[src/rtl/sram_uart_dump.sv]
// sram_uart_dump: reads a contiguous SRAM word range and streams it out as 8N1 UART frames, high byte first.
// Defining DUMP_CHECKSUM_EN appends a 16-bit modular checksum trailer (two frames) after the last word.
module sram_uart_dump #(
  parameter int CLKS_PER_BIT = 434,
  parameter int SRAM_LAT     = 2
) (
  input  logic        CLOCK_50_I,
  input  logic        resetn,
  input  logic        start,
  input  logic [17:0] base_address,
  input  logic [17:0] word_count,
  input  logic [15:0] SRAM_read_data,
  output logic [17:0] SRAM_address,
  output logic        SRAM_we_n,
  output logic        UART_TX_O,
  output logic        busy,
  output logic        done
);

  localparam int CW = $clog2((CLKS_PER_BIT > SRAM_LAT) ? CLKS_PER_BIT : SRAM_LAT) + 1;

  typedef enum logic [2:0] {
    S_DUMP_IDLE,
    S_DUMP_ADDR,
    S_DUMP_WAIT,
    S_DUMP_LATCH,
    S_DUMP_TX_HI,
    S_DUMP_TX_LO,
    S_DUMP_DONE
`ifdef DUMP_CHECKSUM_EN
    , S_DUMP_TX_CSUM
`endif
  } state_t;

`ifdef DUMP_CHECKSUM_EN
  localparam state_t TAIL_STATE = S_DUMP_TX_CSUM;
`else
  localparam state_t TAIL_STATE = S_DUMP_DONE;
`endif

  state_t          state_r, state_s;
  logic [17:0]     addr_r, addr_s;
  logic [17:0]     remain_r, remain_s;
  logic [15:0]     word_r, word_s;
  logic [CW-1:0]   clk_cnt_r, clk_cnt_s;
  logic [4:0]      bit_cnt_r, bit_cnt_s;
  logic            tx_r, tx_s;
  logic            busy_r, busy_s;
  logic            done_r, done_s;
  logic            bit_end_s;
`ifdef DUMP_CHECKSUM_EN
  logic [15:0]     csum_r, csum_s;
`endif

  // Frame layout {stop, data, start}; indices past the stop bit read as idle-high.
  function automatic logic frame_bit(input logic [7:0] data, input logic [4:0] idx);
    logic [9:0] frame;
    frame = {1'b1, data, 1'b0};
    if (idx < 5'd10) begin
      frame_bit = frame[idx[3:0]];
    end else begin
      frame_bit = 1'b1;
    end
  endfunction

  // Next-state, datapath and line value; tx is registered so the line lags the bit counters by one cycle.
  always_comb begin
    state_s   = state_r;
    addr_s    = addr_r;
    remain_s  = remain_r;
    word_s    = word_r;
    clk_cnt_s = clk_cnt_r;
    bit_cnt_s = bit_cnt_r;
    tx_s      = 1'b1;
    busy_s    = busy_r;
    done_s    = 1'b0;
`ifdef DUMP_CHECKSUM_EN
    csum_s    = csum_r;
`endif
    bit_end_s = (clk_cnt_r == CW'(CLKS_PER_BIT - 1));
    case (state_r)
      S_DUMP_IDLE: begin
        if (start) begin
          addr_s    = base_address;
          remain_s  = word_count;
          busy_s    = 1'b1;
          clk_cnt_s = {CW{1'b0}};
          bit_cnt_s = 5'd0;
`ifdef DUMP_CHECKSUM_EN
          csum_s    = 16'd0;
`endif
          if (word_count == 18'd0) begin
            state_s = TAIL_STATE;
          end else begin
            state_s = S_DUMP_ADDR;
          end
        end else begin
          state_s = S_DUMP_IDLE;
        end
      end
      S_DUMP_ADDR: begin
        clk_cnt_s = {CW{1'b0}};
        state_s   = S_DUMP_WAIT;
      end
      S_DUMP_WAIT: begin
        if (clk_cnt_r == CW'(SRAM_LAT - 2)) begin
          state_s = S_DUMP_LATCH;
        end else begin
          clk_cnt_s = clk_cnt_r + CW'(1);
        end
      end
      S_DUMP_LATCH: begin
        word_s    = SRAM_read_data;
        addr_s    = addr_r + 18'd1;
        remain_s  = remain_r - 18'd1;
        clk_cnt_s = {CW{1'b0}};
        bit_cnt_s = 5'd0;
`ifdef DUMP_CHECKSUM_EN
        csum_s    = csum_r + SRAM_read_data;
`endif
        state_s   = S_DUMP_TX_HI;
      end
      S_DUMP_TX_HI: begin
        tx_s = frame_bit(word_r[15:8], bit_cnt_r);
        if (bit_end_s) begin
          clk_cnt_s = {CW{1'b0}};
          if (bit_cnt_r == 5'd9) begin
            bit_cnt_s = 5'd0;
            state_s   = S_DUMP_TX_LO;
          end else begin
            bit_cnt_s = bit_cnt_r + 5'd1;
          end
        end else begin
          clk_cnt_s = clk_cnt_r + CW'(1);
        end
      end
      S_DUMP_TX_LO: begin
        tx_s = frame_bit(word_r[7:0], bit_cnt_r);
        // Linger one cycle past bit 9 so the state leaves when the stop bit ends on the line.
        if (bit_cnt_r == 5'd10) begin
          clk_cnt_s = {CW{1'b0}};
          bit_cnt_s = 5'd0;
          if (remain_r != 18'd0) begin
            state_s = S_DUMP_ADDR;
          end else begin
            state_s = TAIL_STATE;
          end
        end else if (bit_end_s) begin
          clk_cnt_s = {CW{1'b0}};
          bit_cnt_s = bit_cnt_r + 5'd1;
        end else begin
          clk_cnt_s = clk_cnt_r + CW'(1);
        end
      end
`ifdef DUMP_CHECKSUM_EN
      S_DUMP_TX_CSUM: begin
        if (bit_cnt_r < 5'd10) begin
          tx_s = frame_bit(csum_r[15:8], bit_cnt_r);
        end else begin
          tx_s = frame_bit(csum_r[7:0], bit_cnt_r - 5'd10);
        end
        if (bit_cnt_r == 5'd20) begin
          clk_cnt_s = {CW{1'b0}};
          bit_cnt_s = 5'd0;
          state_s   = S_DUMP_DONE;
        end else if (bit_end_s) begin
          clk_cnt_s = {CW{1'b0}};
          bit_cnt_s = bit_cnt_r + 5'd1;
        end else begin
          clk_cnt_s = clk_cnt_r + CW'(1);
        end
      end
`endif
      S_DUMP_DONE: begin
        done_s  = 1'b1;
        busy_s  = 1'b0;
        state_s = S_DUMP_IDLE;
      end
      default: begin
        state_s = S_DUMP_IDLE;
      end
    endcase
  end

  // State and datapath registers; reset aborts any frame and returns the line high at once.
  always_ff @(posedge CLOCK_50_I or negedge resetn) begin
    if (!resetn) begin
      state_r   <= S_DUMP_IDLE;
      addr_r    <= 18'd0;
      remain_r  <= 18'd0;
      word_r    <= 16'd0;
      clk_cnt_r <= {CW{1'b0}};
      bit_cnt_r <= 5'd0;
      tx_r      <= 1'b1;
      busy_r    <= 1'b0;
      done_r    <= 1'b0;
`ifdef DUMP_CHECKSUM_EN
      csum_r    <= 16'd0;
`endif
    end else begin
      state_r   <= state_s;
      addr_r    <= addr_s;
      remain_r  <= remain_s;
      word_r    <= word_s;
      clk_cnt_r <= clk_cnt_s;
      bit_cnt_r <= bit_cnt_s;
      tx_r      <= tx_s;
      busy_r    <= busy_s;
      done_r    <= done_s;
`ifdef DUMP_CHECKSUM_EN
      csum_r    <= csum_s;
`endif
    end
  end

  assign SRAM_address = addr_r;
  assign SRAM_we_n    = 1'b1;
  assign UART_TX_O    = tx_r;
  assign busy         = busy_r;
  assign done         = done_r;

endmodule
[config.mk]
export PLATFORM = sky130hd
export DESIGN_NAME = sram_uart_dump
export DESIGN_NICKNAME = d
export VERILOG_FILES = /design/src/rtl/sram_uart_dump.sv
export SDC_FILE = /design/constraint.sdc
export NUM_CORES = 1
export LEC_CHECK = 0
export ABC_AREA = 1
export CAP_MARGIN = 0
export CORE_AREA = 2 2 129 131
export CTS_CLUSTER_DIAMETER = 60
export CTS_CLUSTER_SIZE = 10
export DETAILED_ROUTE_END_ITERATION = 10
export DIE_AREA = 0 0 131 133
export GPL_TIMING_DRIVEN = 0
export MAX_ROUTING_LAYER = met4
export PLACE_DENSITY = 0.51
export SETUP_SLACK_MARGIN = 0.05
export SLEW_MARGIN = 5
export SYNTH_ARGS = -nofsm -noshare
export SYNTH_HDL_FRONTEND = slang
export SYNTH_SLANG_ARGS = --single-unit
export TNS_END_PERCENT = 100
[constraint.sdc]
create_clock -name CLOCK_50_I -period 2.1 [get_ports CLOCK_50_I]
set_input_delay 0.42 -clock CLOCK_50_I [delete_from_list [all_inputs] [get_ports CLOCK_50_I]]
set_output_delay 0.42 -clock CLOCK_50_I [all_outputs]
set_load 0.01 [all_outputs]
### After elaboration in Yosys (flattened, before gate mapping)

Cells that the tools add are included.

| word-level totals | value |
|---|---|
| flip-flop bits (word level) | 73 |
| bits of input ports | 55 |

| cells by class | value |
|---|---|
| add/sub/neg operators | 4 |
| magnitude comparators | 2 |
| equality and inequality tests | 16 |
| multiplexer cells | 33 |
| reductions and logical operators | 14 |

Operator list:

| kind | number |
|---|---|
| 18-bit case mux with 2 select lines | 2 |
| 10-bit case mux with 5 select lines | 1 |
| 10-bit 2-to-1 mux | 4 |
| 18-bit 2-to-1 mux | 2 |
| 5-bit 2-to-1 mux | 5 |
| 3-bit 2-to-1 mux | 7 |
| 5-bit case mux with 4 select lines | 1 |
| 18-bit by 1-bit adder with 18-bit output (second input constant) | 1 |
| 18-bit zero test | 1 |
| 3-bit case mux with 6 select lines | 1 |
| 18-bit nonzero test | 1 |
| 18-bit by 1-bit subtractor with 18-bit output (second input constant) | 1 |
| 2-bit != test (second input constant) | 6 |
| 10-bit by 1-bit adder with 10-bit output (second input constant) | 1 |
| 10-bit by 9-bit equality test with 1-bit output (second input constant) | 1 |
| 5-bit by 4-bit equality test with 1-bit output (second input constant) | 2 |
| 10-bit zero test | 1 |
| 3-bit equality test (second input constant) | 3 |
| 1-bit binary-select mux with 4-bit select | 2 |
| 4-bit AND reduction | 2 |
| 3-bit by 2-bit equality test with 1-bit output (second input constant) | 2 |
| 1-bit 2-to-1 mux | 6 |
| 5-bit by 1-bit adder with 5-bit output (second input constant) | 1 |
| 4-bit by 5-bit less-than comparator with 1-bit output (second input constant) | 1 |
| other kinds (11) | 14 |

### Logic depth before layout (Yosys ltp)

Gate-level depths: netlist of run 1.

| depth | value |
|---|---|
| word-level depth | 4 |
| depth in mapped cells | 11 |

### Worst setup path before layout of run 1

No wires, ideal clock.

| path | value |
|---|---|
| path type | register to register |
| from | register clk_cnt_r[0] |
| to | register clk_cnt_r[0] |
| library setup time | 0.124 ns |
| data arrival time | 1.358 ns |
| data required time | 1.976 ns |
| setup slack | 0.618 ns |
| cell stages (with the launch flop) | 10 |
| period minus slack after synthesis | 1.482 ns |
| cells stage by stage | dfrtp_1 -> inv_1 -> ha_1 -> nand2_1 -> nor2_1 -> nand3_1 -> nand2_1 -> inv_2 -> nand3_1 -> o21ai_1 |

| on the way | value |
|---|---|
| word-level cells in the longest chain between the ends | 4 |
| elaborated cells between the ends (all ways) | 9 |
| classes of those cells | add/sub (1); eq/ne (2); mux (4); reduce/logical (2) |

Ends and longest elaborated chain:

| item | RTL line | RTL |
|---|---|---|
| start: declaration | 45 | `logic [CW-1:0] clk_cnt_r, clk_cnt_s;` |
| start signal: assignment | 192 | `clk_cnt_r <= {CW{1'b0}};` |
| start signal: assignment | 205 | `clk_cnt_r <= clk_cnt_s;` |
| 10-bit by 1-bit adder with 10-bit output / 10-bit by 9-bit equality test with 1-bit output (equally long branches) | n/a |  |
| 10-bit 2-to-1 mux | 125, 148 |  |
| 10-bit 2-to-1 mux | 140 | `if (bit_cnt_r == 5'd10) begin` |
| 10-bit case mux with 5 select lines | 81 | `case (state_r)` |

Several ways; a longest one is shown, not always the timed one. The select of a mux whose other input is x is not followed.
A chain may end at the register's enable or synchronous reset.

### Worst setup path after layout of run 1

| path | value |
|---|---|
| from | register addr_r[0], in the netlist SRAM_address[0] |
| to | output SRAM_address[0] |

RTL lines:

| item | RTL line | RTL |
|---|---|---|
| start: declaration | 42 | `logic [17:0] addr_r, addr_s;` |
| start signal: assignment | 202 | `addr_r <= addr_s;` |
| end: declaration | 13 | `output logic [17:0] SRAM_address,` |

No word-level cell between the ends.

==> summary.txt, run 1 <==
Outcome
  – Status: completed

Worst setup path
  – Worst path max stage delay: 0.59 ns
  – Slowest CP cell: clkdlybuf4s50_1
  – Delay-heaviest family, CP: buffers and inverters
  – RR Endpoint: clk_cnt_r[0]
  – R2r worst-path depth: 9
  – R2r startpoint: bit_cnt_r[0]
  – CP Capture Type: output pin
  – Crit-path cells: clkdlybuf4s50_1
  – Crit path from: SRAM_address[0]
  – Critical Path RT: 1.68 ns
  – Crit path DAT: 1.41 ns
  – Termination of the worst setup path: SRAM_address[0]
  – Buf+Inv Stages, Crit Path: 1
  – Setup crit start kind: flop
  – Worst Path Max Fanout: 6
  – Reg-to-reg setup timing slack: 0.32 ns
  – WP depth: 1
  – Setup CP Type: reg -> out

Global routing
  – Initial antenna violation count: 0
  – Remaining Overflow, GRT: 0
  – GR Util All Layers: 18.1%
  – Number of global-route vias before repair: 4586
  – Largest net degree at the start of global routing: 58
  – First-pass GRT wire length: 23600 um

Clock network
  – # clock sinks: 73
  – Total CTS buffers: 9
  – CTS resizes: 0
  – Clock transition at path regs: 0.06 ns
  – CTS Root Cell: clkbuf_16
  – CTS tree: done
  – Worst skew pair latency: 0.35 ns
  – Clk buf depth: 2
  – H-Tree Depth: 3

Synthesis
  – Post-Syn Nets: 756
  – Library cells used by synthesis: 36
  – Register bit total from synthesis: 73
  – Mapped Cells: 692
  – Post-synthesis average cell area: 6.78 um2
  – Leading area contributor after synthesis: dfrtp_1
  – Area share of the largest cell type after synthesis: 38.4%
  – Area contributors post-synth: dfrtp_1, nand2_1, nand3_1
  – Ys Warns: 0
  – Mapped Area: 4690 um2
  – Register area share after synthesis: 38.9%

Hold path
  – Worst hold path class: in -> async

Placed design
  – DP Wirelength: 10700 um
  – Placer Congestion: 0.863
  – I/O Buffers: 75
  – Dpl cells: 988
  – Placed cell area: 5750 um2

Drt
  – Pre-Repair DR Iteration Count: 4
  – Number of DRC markers in iteration 0: 300
  – DRC viols: 0
  – Vias per cell: 4.61
  – WL/cell: 14.3 um
  – Routed Antenna Nets: 0
  – Routed vias: 4629
  – Total Wirelength: 14400 um

Floorplanning
  – Initial Util: 29.0%
  – FP Rows: 47
  – Die width: 131 um
  – Core area: 16200 um2
  – Io pins: 77
  – Die H: 133 um
  – Die area: 17400 um2

Power
  – Reg power frac: 32.5%
  – Internal power: 4.43 mW
  – PD cells: 1290 nW/um2
  – Pleak: 2.76 nW
  – Max IR drop VDD: 0.000495 V
  – NetSw: 3.41 mW
  – Clk pwr share: 22.0%
  – Gate power share: 45.6%
  – Sw frac: 43.5%

Layout
  – Share of cells above drive strength 1: 7.39%
  – Utilization after layout: 37.6%
  – Fill count: 1749
  – Final instance area: 6080 um2
  – Most frequent cells in the layout: nand2_1, nor2_1, nand3_1, clkdlybuf4s50_1, dfrtp_1
  – Final cell count without fillers: 1005
  – Area grow syn2layout: 29.6%
  – Post-layout nets: 844
  – Commonest non-fill, non-tap cell in the layout: nand2_1
  – Total inserted antenna cells: 0

STA
  – Hold Vio Cnt, Final: 0
  – Final number of setup-violating endpoints: 0
  – Final-report max-slew violation count: 0
  – Period utilization: 87.0%
  – Clock Skew: 0.00401 ns
  – RSZ-0062 raised after global routing: false
  – Achievable Freq: 548 MHz
  – Period minus WS final: 1.83 ns

Flow run
  – Max Cap Violations: 0
[flip-flops by register name, indices dropped and copies added, names as in the netlist]
signal and cells:
word_r 16, bit_cnt_r 5, busy 1, SRAM_address 18, done 1, clk_cnt_r 10, UART_TX_O 1, remain_r 18
state_r 3
[power groups by stage]
stage	clock, mW	sequential, mW	combinational, mW
after global placement	0	2.57	3.60
final	1.73	2.55	3.58
after CTS	1.77	2.54	3.63
after detailed placement	0	2.55	3.61
after floorplan	0	2.49	2.29
after global routing	1.82	2.64	4.10
[cell type report]
class	count	area [um2]	share of cell area, %
Multi-Input combinational cell	539	2530	41.5
Sequential cell	73	1830	30.0
Timing Repair Buffer	77	786	12.9
Tap cell	220	275	4.52
Clock buffer	10	239	3.93
Inverter	60	228	3.74
Buffer	20	113	1.85
Clock inverter	6	90.1	1.48
[routing by layer]
metal	track usage (%)	wire [um]
met3	4.33	592
met1	23.6	6890
met4	4.02	220
met5	-	0
met2	28.5	6710
[Yosys cell counts]
master / n
a31oi_1: 1
o211ai_1: 10
a21oi_1: 5
inv_1: 51
nor3_2: 2
o22ai_1: 4
o21ai_0: 30
dfstp_2: 1
a22oi_1: 1
xor2_1: 14
nor2_1: 96
nand4_1: 11
inv_4: 1
inv_2: 8
nand3_2: 1
nand2_2: 4
nor2_2: 2
buf_2: 12
clkbuf_1: 2
nor2_4: 2
a211oi_1: 2
nand3b_1: 3
ha_1: 9
and3_1: 1
or2_2: 1
xnor2_1: 4
conb_1: 1
nand3_1: 79
dfrtp_1: 72
buf_4: 6
o21ai_1: 11
nand2_1: 236
o21bai_1: 3
and2_1: 1
a221oi_1: 1
nor3_1: 4
[how the worst min path moves through the flow]
stage	from	end	slack, ns	cells after the start
global placement	word_r[15]	word_r[15]	0.46	2
global route	word_r[11]	word_r[11]	0.51	2
finish	resetn	word_r[6]	0.49	2
detailed placement	resetn	word_r[3]	0.31	1
CTS	resetn	clk_cnt_r[5]	0.48	2
floorplan	resetn	SRAM_address[0]	0.12	0
[kinds of logic (layout without fill, tap and decap cells)]
family,count (synthesis),in the layout,share of synthesized area (%)
AO/OA/AOI/OAI,68,68,8.32
XOR/XNOR,18,18,3.36
adder cells (fa/ha/maj),9,9,2.40
buffers and inverters,80,173,7.25
flip-flops,73,73,38.9
other,1,1,0.0799
AND/OR/NAND/NOR,443,443,39.7
[through the flow]
step | TNS [ns] | power, mW | hold slack, ns | worst slack (ns)
global route | 0 | 8.56 | 0.514 | 0.0684
floorplan | 0 | 4.78 | 0.124 | 0.618
detailed placement | 0 | 6.17 | 0.313 | 0.118
finish | 0 | 7.85 | 0.488 | 0.274
global placement | -154.74 | 6.16 | 0.459 | -2.14
CTS | 0 | 7.94 | 0.479 | 0.263
[what timing repair did]
| item | CTS | global route |
|---|---|---|
| hold endpoints to repair | 15 | 0 |
| endpoints found under the setup margin | 0 | 0 |
| hold buffers | 1 | 0 |
| buffers inserted | 0 | 0 |
(Power assumes the default switching activity.)
==> inputs of run 2 (changes only) <==
Settings changed: CTS_BUF_LIST from default to sky130_fd_sc_hd__clkbuf_8.
==> summary.txt, run 2 (synthesis gave the netlist of run 1 again) <==
Clock network
  – Clk buf depth: 2 (unchanged)
  – CTS tree: done (unchanged)
  – H-Tree Depth: 3 (unchanged)
  – Worst skew pair latency: 0.38 ns (was 0.35 ns)
  – # clock sinks: 73 (unchanged)
  – Total CTS buffers: 9 (unchanged)
  – CTS Root Cell: clkbuf_8 (was clkbuf_16)
  – Clock transition at path regs: 0.08 ns (was 0.06 ns)

Global routing
  – Number of global-route vias before repair: 4568 (was 4586)
  – First-pass GRT wire length: 23500 um (was 23600 um)
  – Initial antenna violation count: 0 (unchanged)
  – GR Util All Layers: 18.1% (about the same)
  – Largest net degree at the start of global routing: 58 (unchanged)
  – Remaining Overflow, GRT: 0 (unchanged)

Layout
  – Total inserted antenna cells: 0 (unchanged)
  – Commonest non-fill, non-tap cell in the layout: nand2_1 (unchanged)
  – Share of cells above drive strength 1: 7.39% (unchanged)
  – Area occupied by multi-input gates: 2530 um2 (unchanged)
  – Final instance area: 5980 um2 (was 6080 um2)
  – Register area: 1830 um2 (unchanged)
  – Area grow syn2layout: 27.5% (was 29.6%)
  – Fill count: 1769 (was 1749)
  – Post-layout nets: 844 (unchanged)
  – Most frequent cells in the layout: nand2_1, nor2_1, nand3_1, clkdlybuf4s50_1, dfrtp_1 (unchanged)

Power
  – Max IR drop VDD: 0.000490 V (was 0.000495 V)
  – Final Power: 7.41 mW (was 7.85 mW)
  – Pleak: 2.72 nW (was 2.76 nW)
  – PD cells: 1240 nW/um2 (was 1290 nW/um2)

Worst setup path
  – CP Capture Type: output pin (unchanged)
  – Delay-heaviest family, CP: buffers and inverters (unchanged)
  – Worst Path Max Fanout: 6 (unchanged)
  – Crit path DAT: 1.44 ns (was 1.41 ns)
  – R2r startpoint: bit_cnt_r[0] (unchanged)
  – Reg-to-reg setup timing slack: 0.30 ns (was 0.32 ns)
  – Setup CP Type: reg -> out (unchanged)
  – Crit-path cells: clkdlybuf4s50_1 (unchanged)
  – Setup crit start kind: flop (unchanged)
  – Slowest CP cell: clkdlybuf4s50_1 (unchanged)
  – R2r worst-path depth: 9 (unchanged)
  – RR Endpoint: clk_cnt_r[0] (unchanged)
  – Buf+Inv Stages, Crit Path: 1 (unchanged)
  – Critical Path RT: 1.68 ns (about the same)
  – Worst path max stage delay: 0.59 ns (about the same)

STA
  – Period utilization: 88.5% (was 87.0%)
  – Final worst slack: 0.242 ns (was 0.274 ns)
  – Clock Skew: 0.00668 ns (was 0.00401 ns)
  – Pin slew with the least headroom to its limit: 0.505 ns
  – Final number of setup-violating endpoints: 0 (unchanged)
  – Period minus WS final: 1.86 ns (was 1.83 ns)
  – Slew margin rel.: 66.3%
  – Hold Vio Cnt, Final: 0 (unchanged)
  – Achievable Freq: 538 MHz (was 548 MHz)
  – RSZ-0062 raised after global routing: false (unchanged)
  – Final-report max-slew violation count: 0 (unchanged)
  – TNS Setup: 0 ns (unchanged)

Placed design
  – DP Wirelength: 10700 um (unchanged)
  – Placed cell area: 5750 um2 (unchanged)
  – Placer Congestion: 0.863 (unchanged)
  – Dpl ws: 0.118 ns (unchanged)
  – I/O Buffers: 75 (unchanged)

Drt
  – Routed vias: 4605 (was 4629)
  – Number of DRC markers in iteration 0: 244 (was 300)
  – Vias per cell: 4.58 (was 4.61)
  – Pre-Repair DR Iteration Count: 4 (unchanged)
  – WL/cell: 14.3 um (about the same)
  – Total Wirelength: 14400 um (about the same)
  – DRC viols: 0 (unchanged)
  – Routed Antenna Nets: 0 (unchanged)

Floorplanning
  – FP Rows: 47 (unchanged)
  – Die H: 133 um (unchanged)
  – Initial Util: 29.0% (unchanged)
  – Io pins: 77 (unchanged)
  – Core area: 16200 um2 (unchanged)
  – Die width: 131 um (unchanged)
  – Die area: 17400 um2 (unchanged)

Outcome
  – Status: completed (unchanged)

Hold path
  – Worst hold path class: in -> async (unchanged)

Flow run
  – Max Cap Violations: 0 (unchanged)
-- run 2: how the worst max path moves through the flow --
stage,slack (ns),cells after the start,startpoint,to
after floorplan,0.62,9,clk_cnt_r[0],clk_cnt_r[0]
after global placement,-2.14,1,resetn,SRAM_address[1]
after detailed placement,0.12,9,start,state_r[0]
after CTS,0.22,1,SRAM_address[9],SRAM_address[9]
after global routing,0.06,9,bit_cnt_r[0],clk_cnt_r[0]
final,0.24,1,SRAM_address[0],SRAM_address[0]
-- run 2: area by class of cell --
type,instances,share of cell area [%]
plain buffers,20,1.88
well taps,220,4.60
repair buffers,77,13.1
flip-flops and latches,73,30.6
clock inverters,6,1.51
multi-input cells,539,42.2
inverters,60,3.81
clock buffers,10,2.30
-- run 2: per-stage QoR --
step	utilization, %	std cells	hold WS, ns
final	37.0	1005	0.463
after global routing	37.0	1005	0.467
after CTS	37.0	1005	0.434
after detailed placement	35.5	988	0.313
after global placement	35.4	987	0.459
after floorplan	-	692	0.124
-- run 2: repair_timing --
action | in CTS | in global routing
buffers inserted | 0 | 0
hold buffers | 1 | 0
hold endpoints to repair | 15 | 0
resized for setup | 0 | 0
-- run 2: routing by layer --
metal	GRT usage (%)	up-vias	part of all wire, %
met5	-	-	0
met4	4.02	0	0.90
met3	4.57	6	2.8
met2	28.4	72	48
met1	23.6	2123	49
li1	-	2404	-
-- run 2: where the power goes --
group	total [mW]	internal (mW)	switching, mW
clock	1.30	0.705	0.590
sequential	2.54	1.98	0.563
combinational	3.58	1.38	2.20
total	7.41	4.06	3.36
==> inputs of run 3 (changes only) <==
Settings changed: HOLD_SLACK_MARGIN from default to 0.08.
==> results of run 3 <==
No change in the layout: final DEF, timing and power equal those of run 2.
==> edit 1: new RTL, flow settings as in run 2 <==
The parameter `CLKS_PER_BIT` goes from 434 to 868.
--- a/src/rtl/sram_uart_dump.sv
+++ b/src/rtl/sram_uart_dump.sv
@@ -2,5 +2,5 @@
 // Defining DUMP_CHECKSUM_EN appends a 16-bit modular checksum trailer (two frames) after the last word.
 module sram_uart_dump #(
-  parameter int CLKS_PER_BIT = 434,
+  parameter int CLKS_PER_BIT = 868,
   parameter int SRAM_LAT     = 2
 ) (
Behaviour: no difference found for any inputs over 10 cycles, from zero or initial values and one cycle with resetn low; that may be too few to reach the edited logic, so the function may still have changed.
==> edit 1 against run 2 <==
Setup slack improved by 0.024 ns; first-iteration DRC count increased by 4.5%; largest cell class unchanged; area after synthesis increased by 5.3%; global-route usage increased by 0.56 points; non-clock buffer count increased by 3; critical endpoint is now UART_TX_O; final area increased by 3.6%; total power decreased by 0.47%; routed wire length increased by 4.1%; critical path depth unchanged; sequential cell count increased by 1; sequential share of layout area decreased by 0.66 points; highest routed layer unchanged; register-to-register slack about the same.
==> edit 1: results (changes against run 2) <==
- Status: completed
- Sequential power: 0.00260 W (+2%)
- First-pass GRT wire length: 24.87 mm (+5.6%)
- Yosys reg bits: 74 (+1.4%)
- Layout cells sized above 1: 7.692% (+0.30 points)
- Met3 routed WL: 638 um (+59%)
- Area contributors post-synth: dfrtp_1 (37%), nand2_1 (18%), nand3_1 (7.3%)
- Synth unique cells: 38 (+5.6%)
- Peak supply drop: 0.5295 mV (+8.0%)
- Arr. time, crit path: 1.41 ns (-0.03 ns)
- Syn Nets: 790 (+4.5%)
- CTS Buffer Depth: 2 (unchanged)
- Slowest CP cell: dfstp_2
- Fillers: 1725 (-2.5%)
- Sequential share of cell area: 29.89% (-0.66 points)
- Final Skew: 0.01458 ns (+0.007893 ns)
- Switching power: 0.003292 W (-1.9%)
- Signal buffers: 100 (+3.1%)
- Adder-cell share of the synthesized area: 2.025% (-0.37 points)
- Data buffer area share: 14.85% (-0.16 points)
- Area occupied by multi-input gates: 0.002655 mm2 (+5.1%)
- Invs w/o clock: 75 (+25%)
- Complex-gate fraction of the synthesized area: 10.03% (+1.7 points)
- Syn Area/Cell: 6.798 um2 (+0.21%)
- Slew HR: 61.81% (-4.5 points)
- Post-synthesis sequential area ratio: 37.49% (-1.4 points)
- Clk Latency, worst-skew pair: 0.36 ns (-0.02 ns)
- Clk network pwr share: 17.0% (-0.5 points)
- CP Max Fanout: 1 (-5)
- Via/cell ratio: 4.830 (+5.4%)
- Slowest cell delay on critical path: 0.52 ns (-0.07 ns)
- Worst slack, placed: 0.2565 ns (+0.1381 ns)
- Fin cells: 1039 (+3.4%)
- XOR/XNOR Fraction of Synth Area: 2.127% (-1.2 points)
- Overall Global Routing Usage: 18.69% (+0.56 points)
- Detailed placement HPWL: 10.97 mm (+2.9%)
- Leak: 2.899 nW (+6.7%)
- Wl on met1: 7.278 mm (+4.0%)
- Clock-cell share of area: 3.451% (-0.35 points)
- DR iter-0 viols: 255 (+4.5%)
- Combinational fraction of design power: 47.8% (-0.5 points)
- Number of global-route vias before repair: 4798 (+5.0%)
- FF/Latch Area: 0.001853 mm2 (+1.4%)
- Drt total wl: 14.96 mm (+4.1%)
- Synth top cells by count: nand2_1 (235), nor2_1 (93), dfrtp_1 (73), nand3_1 (72), inv_1 (69)
- RePlAce Congestion: 0.9194 (+6.6%)
- Wire length on met2: 6.774 mm (-0.99%)
- Placed cell areas: 0.005986 mm2 (+4.2%)
edit 1: final timing paths:
path	startpoint	endpoint	slack (ns)	depth (start not counted)
worst min-delay path	resetn	SRAM_address[13]$_DFFE_PN0P_	0.02	1
worst min register to register	word_r[15]$_DFFE_PN0P_	word_r[15]$_DFFE_PN0P_	0.48	2
min in group CLOCK_50_I	word_r[15]$_DFFE_PN0P_	word_r[15]$_DFFE_PN0P_	0.48	2
worst max register to register	remain_r[0]$_DFFE_PN0P_	remain_r[16]$_DFFE_PN0P_	0.30	9
max in group asynchronous	resetn	state_r[1]$_DFFE_PN0P_	1.47	2
worst max-delay path	UART_TX_O$_DFF_PN1_	UART_TX_O	0.27	1
edit 1: per-layer routing:
| layer | global-route usage, % | up-vias |
|---|---|---|
| met3 | 2.669 | 22 |
| met2 | 28.50 | 140 |
| li1 | - | 2523 |
| met1 | 25.59 | 2333 |
| met5 | - | - |
| met4 | 5.910 | 0 |
==> edit 2: new RTL, config.mk and constraints of run 2 <==
Without the edit above. Encoding of `state_t`: now one-hot (7 bits for 7 states).
--- a/src/rtl/sram_uart_dump.sv
+++ b/src/rtl/sram_uart_dump.sv
@@ -20,12 +20,12 @@
   localparam int CW = $clog2((CLKS_PER_BIT > SRAM_LAT) ? CLKS_PER_BIT : SRAM_LAT) + 1;
 
-  typedef enum logic [2:0] {
-    S_DUMP_IDLE,
-    S_DUMP_ADDR,
-    S_DUMP_WAIT,
-    S_DUMP_LATCH,
-    S_DUMP_TX_HI,
-    S_DUMP_TX_LO,
-    S_DUMP_DONE
+  typedef enum logic [6:0] {
+    S_DUMP_IDLE  = 7'b0000001,
+    S_DUMP_ADDR  = 7'b0000010,
+    S_DUMP_WAIT  = 7'b0000100,
+    S_DUMP_LATCH = 7'b0001000,
+    S_DUMP_TX_HI = 7'b0010000,
+    S_DUMP_TX_LO = 7'b0100000,
+    S_DUMP_DONE  = 7'b1000000
 `ifdef DUMP_CHECKSUM_EN
     , S_DUMP_TX_CSUM
Formal check against the unedited RTL: no difference found for any inputs over 10 cycles, from zero or initial values and one cycle with resetn low; not proved beyond that.
==> edit 2 against run 2 <==
Setup slack lost 0.040 ns; area after synthesis grew 8.3%; total power shrank 8.6%; final area grew 6.4%; sequential cell count grew 4; critical path depth is the same; routed wire length grew 8.4%; sequential share of layout area shrank 0.25 points; highest routed layer unchanged.
==> edit 2: results (changes against run 2) <==
- Status: completed
- Drt first pass iters: 5 (+1)
- Synth unique cells: 37 (+2.8%)
- Number of global-route vias before repair: 4877 (+6.8%)
- Avg WL per Cell: 14.59 um (+2.0%)
- Synth top cells by count: nand2_1 (235), nor2_1 (117), dfrtp_1 (75), nand3_1 (68), inv_1 (63)
- Area contributors post-synth: dfrtp_1 (37%), nand2_1 (17%), nor2_1 (8.6%)
- Port Buffers: 75 (unchanged)
- Slew HR: 61.41% (-4.9 points)
- Via/cell ratio: 4.743 (+3.5%)
- Peak supply drop: 0.4386 mV (-11%)
- Clk Latency, worst-skew pair: 0.38 ns (about the same)
- # diodes: 0 (unchanged)
- RePlAce Congestion: 0.8291 (-3.9%)
- Async SR Flop Fraction: 100.0% (unchanged)
- CP Max Fanout: 8 (+2)
- H-tree depth: 3 (unchanged)
- CTS Buffer Depth: 2 (unchanged)
- Initial antenna violation count: 0 (unchanged)
- Syn Nets: 819 (+8.3%)
- Top_reg_cell synth: dfrtp_1
- Leak: 2.968 nW (+9.3%)
- First-pass GRT wire length: 25.44 mm (+8.0%)
- Ys Warns: 0 (unchanged)
- Slowest CP cell: clkdlybuf4s50_1
- Overall Global Routing Usage: 19.27% (+1.1 points)
- CP delay by family, top: buffers and inverters
- Placed cell areas: 0.006136 mm2 (+6.8%)
- Worst-path clk slew: 0.09 ns
- Largest net degree at the start of global routing: 44 (-24%)
- Final Skew: 0.009851 ns (+0.003167 ns)
- DR iter-0 viols: 299 (+23%)
- Post-synthesis sequential area ratio: 37.94% (-1.0 points)
- Flop2flop setup slack: 0.23 ns (-0.07 ns)
- NumNets Final: 906 (+7.3%)
- Detailed placement HPWL: 11.32 mm (+6.2%)
- Arr. time, crit path: 1.48 ns (+0.04 ns)
- CTS root buffer: clkbuf_8
- Layout cells sized above 1: 8.726% (+1.3 points)
==> edit 2: where the power goes <==
| group | internal [W] | switching, W | total, W | leakage (nW) |
|---|---|---|---|---|
| Sequential | 0.00201 | 0.000537 | 0.00254 | 0.933 |
| Combinational | 0.00117 | 0.00173 | 0.00290 | 1.93 |
| Clock | 0.000676 | 0.000656 | 0.00133 | 0.110 |
| Total | 0.00385 | 0.00292 | 0.00678 | 2.97 |
==> edit 2: per-layer routing <==
| layer | wire [um] | up-vias | global-route usage (%) |
|---|---|---|---|
| li1 | - | 2598 | - |
| met1 | 7732 | 2329 | 27.06 |
| met2 | 7021 | 118 | 29.10 |
| met3 | 589 | 20 | 2.224 |
| met4 | 235 | 0 | 5.851 |
| met5 | 0 | - | - |
==> edit 2: area by class of cell <==
class / instances / area [um2]
plain buffers: 24 / 138.9
well taps: 220 / 275.3
clock inverters: 7 / 98.84
flip-flops and latches: 77 / 1929
clock buffers: 9 / 123.9
repair buffers: 76 / 775.7
inverters: 70 / 262.8
multi-input cells: 585 / 2763
fillers: 1749 / 9804
==> edit 2: timing repair <==
item,in CTS,in global routing
setup buffers,0,0
resized for setup,0,4
endpoints found under the setup margin,0,4
==> edit 2: logic make-up (layout without fill, tap and decap cells) <==
| kind of cell | after synthesis | in the layout | share of synthesized area, % |
|---|---|---|---|
| other | 1 | 1 | 0.07375 |
| buffers and inverters | 94 | 186 | 7.874 |
| AOI/OAI and AO/OA | 90 | 90 | 9.596 |
| DFF | 77 | 77 | 37.94 |
| adders and majority gates | 8 | 8 | 1.969 |
| xor gates and xnor gates | 17 | 17 | 2.928 |
| and+or+nand+nor | 469 | 469 | 39.62 |
==> edit 2: path summary, 6_finish.rpt <==
path	to	cells past startpoint	startpoint
setup / recovery	SRAM_address[0]	1	SRAM_address[0]$_DFFE_PN0P_
hold / removal	SRAM_address[13]$_DFFE_PN0P_	1	resetn
setup reg to reg	state_r[1]$_DFFE_PN0P_	11	remain_r[0]$_DFFE_PN0P_
hold reg to reg	word_r[7]$_DFFE_PN0N_	2	word_r[7]$_DFFE_PN0N_
max in group asynchronous	UART_TX_O$_DFF_PN1_	2	resetn
min in group CLOCK_50_I	word_r[7]$_DFFE_PN0N_	2	word_r[7]$_DFFE_PN0N_
==> edit 2: per-stage QoR <==
stage	setup slack (ns)	hold WS (ns)	setup TNS, ns	util (%)	std cells
after global placement	-2.473	0.4574	-187.98	37.79	1051
after global routing	0.04539	0.03142	0	39.37	1068
final	0.2015	0.006786	0	39.37	1068
after floorplan	0.5825	0.1244	0	-	756
after CTS	0.1766	0.006587	0	39.32	1068
after detailed placement	0.2011	0.4309	0	37.94	1052
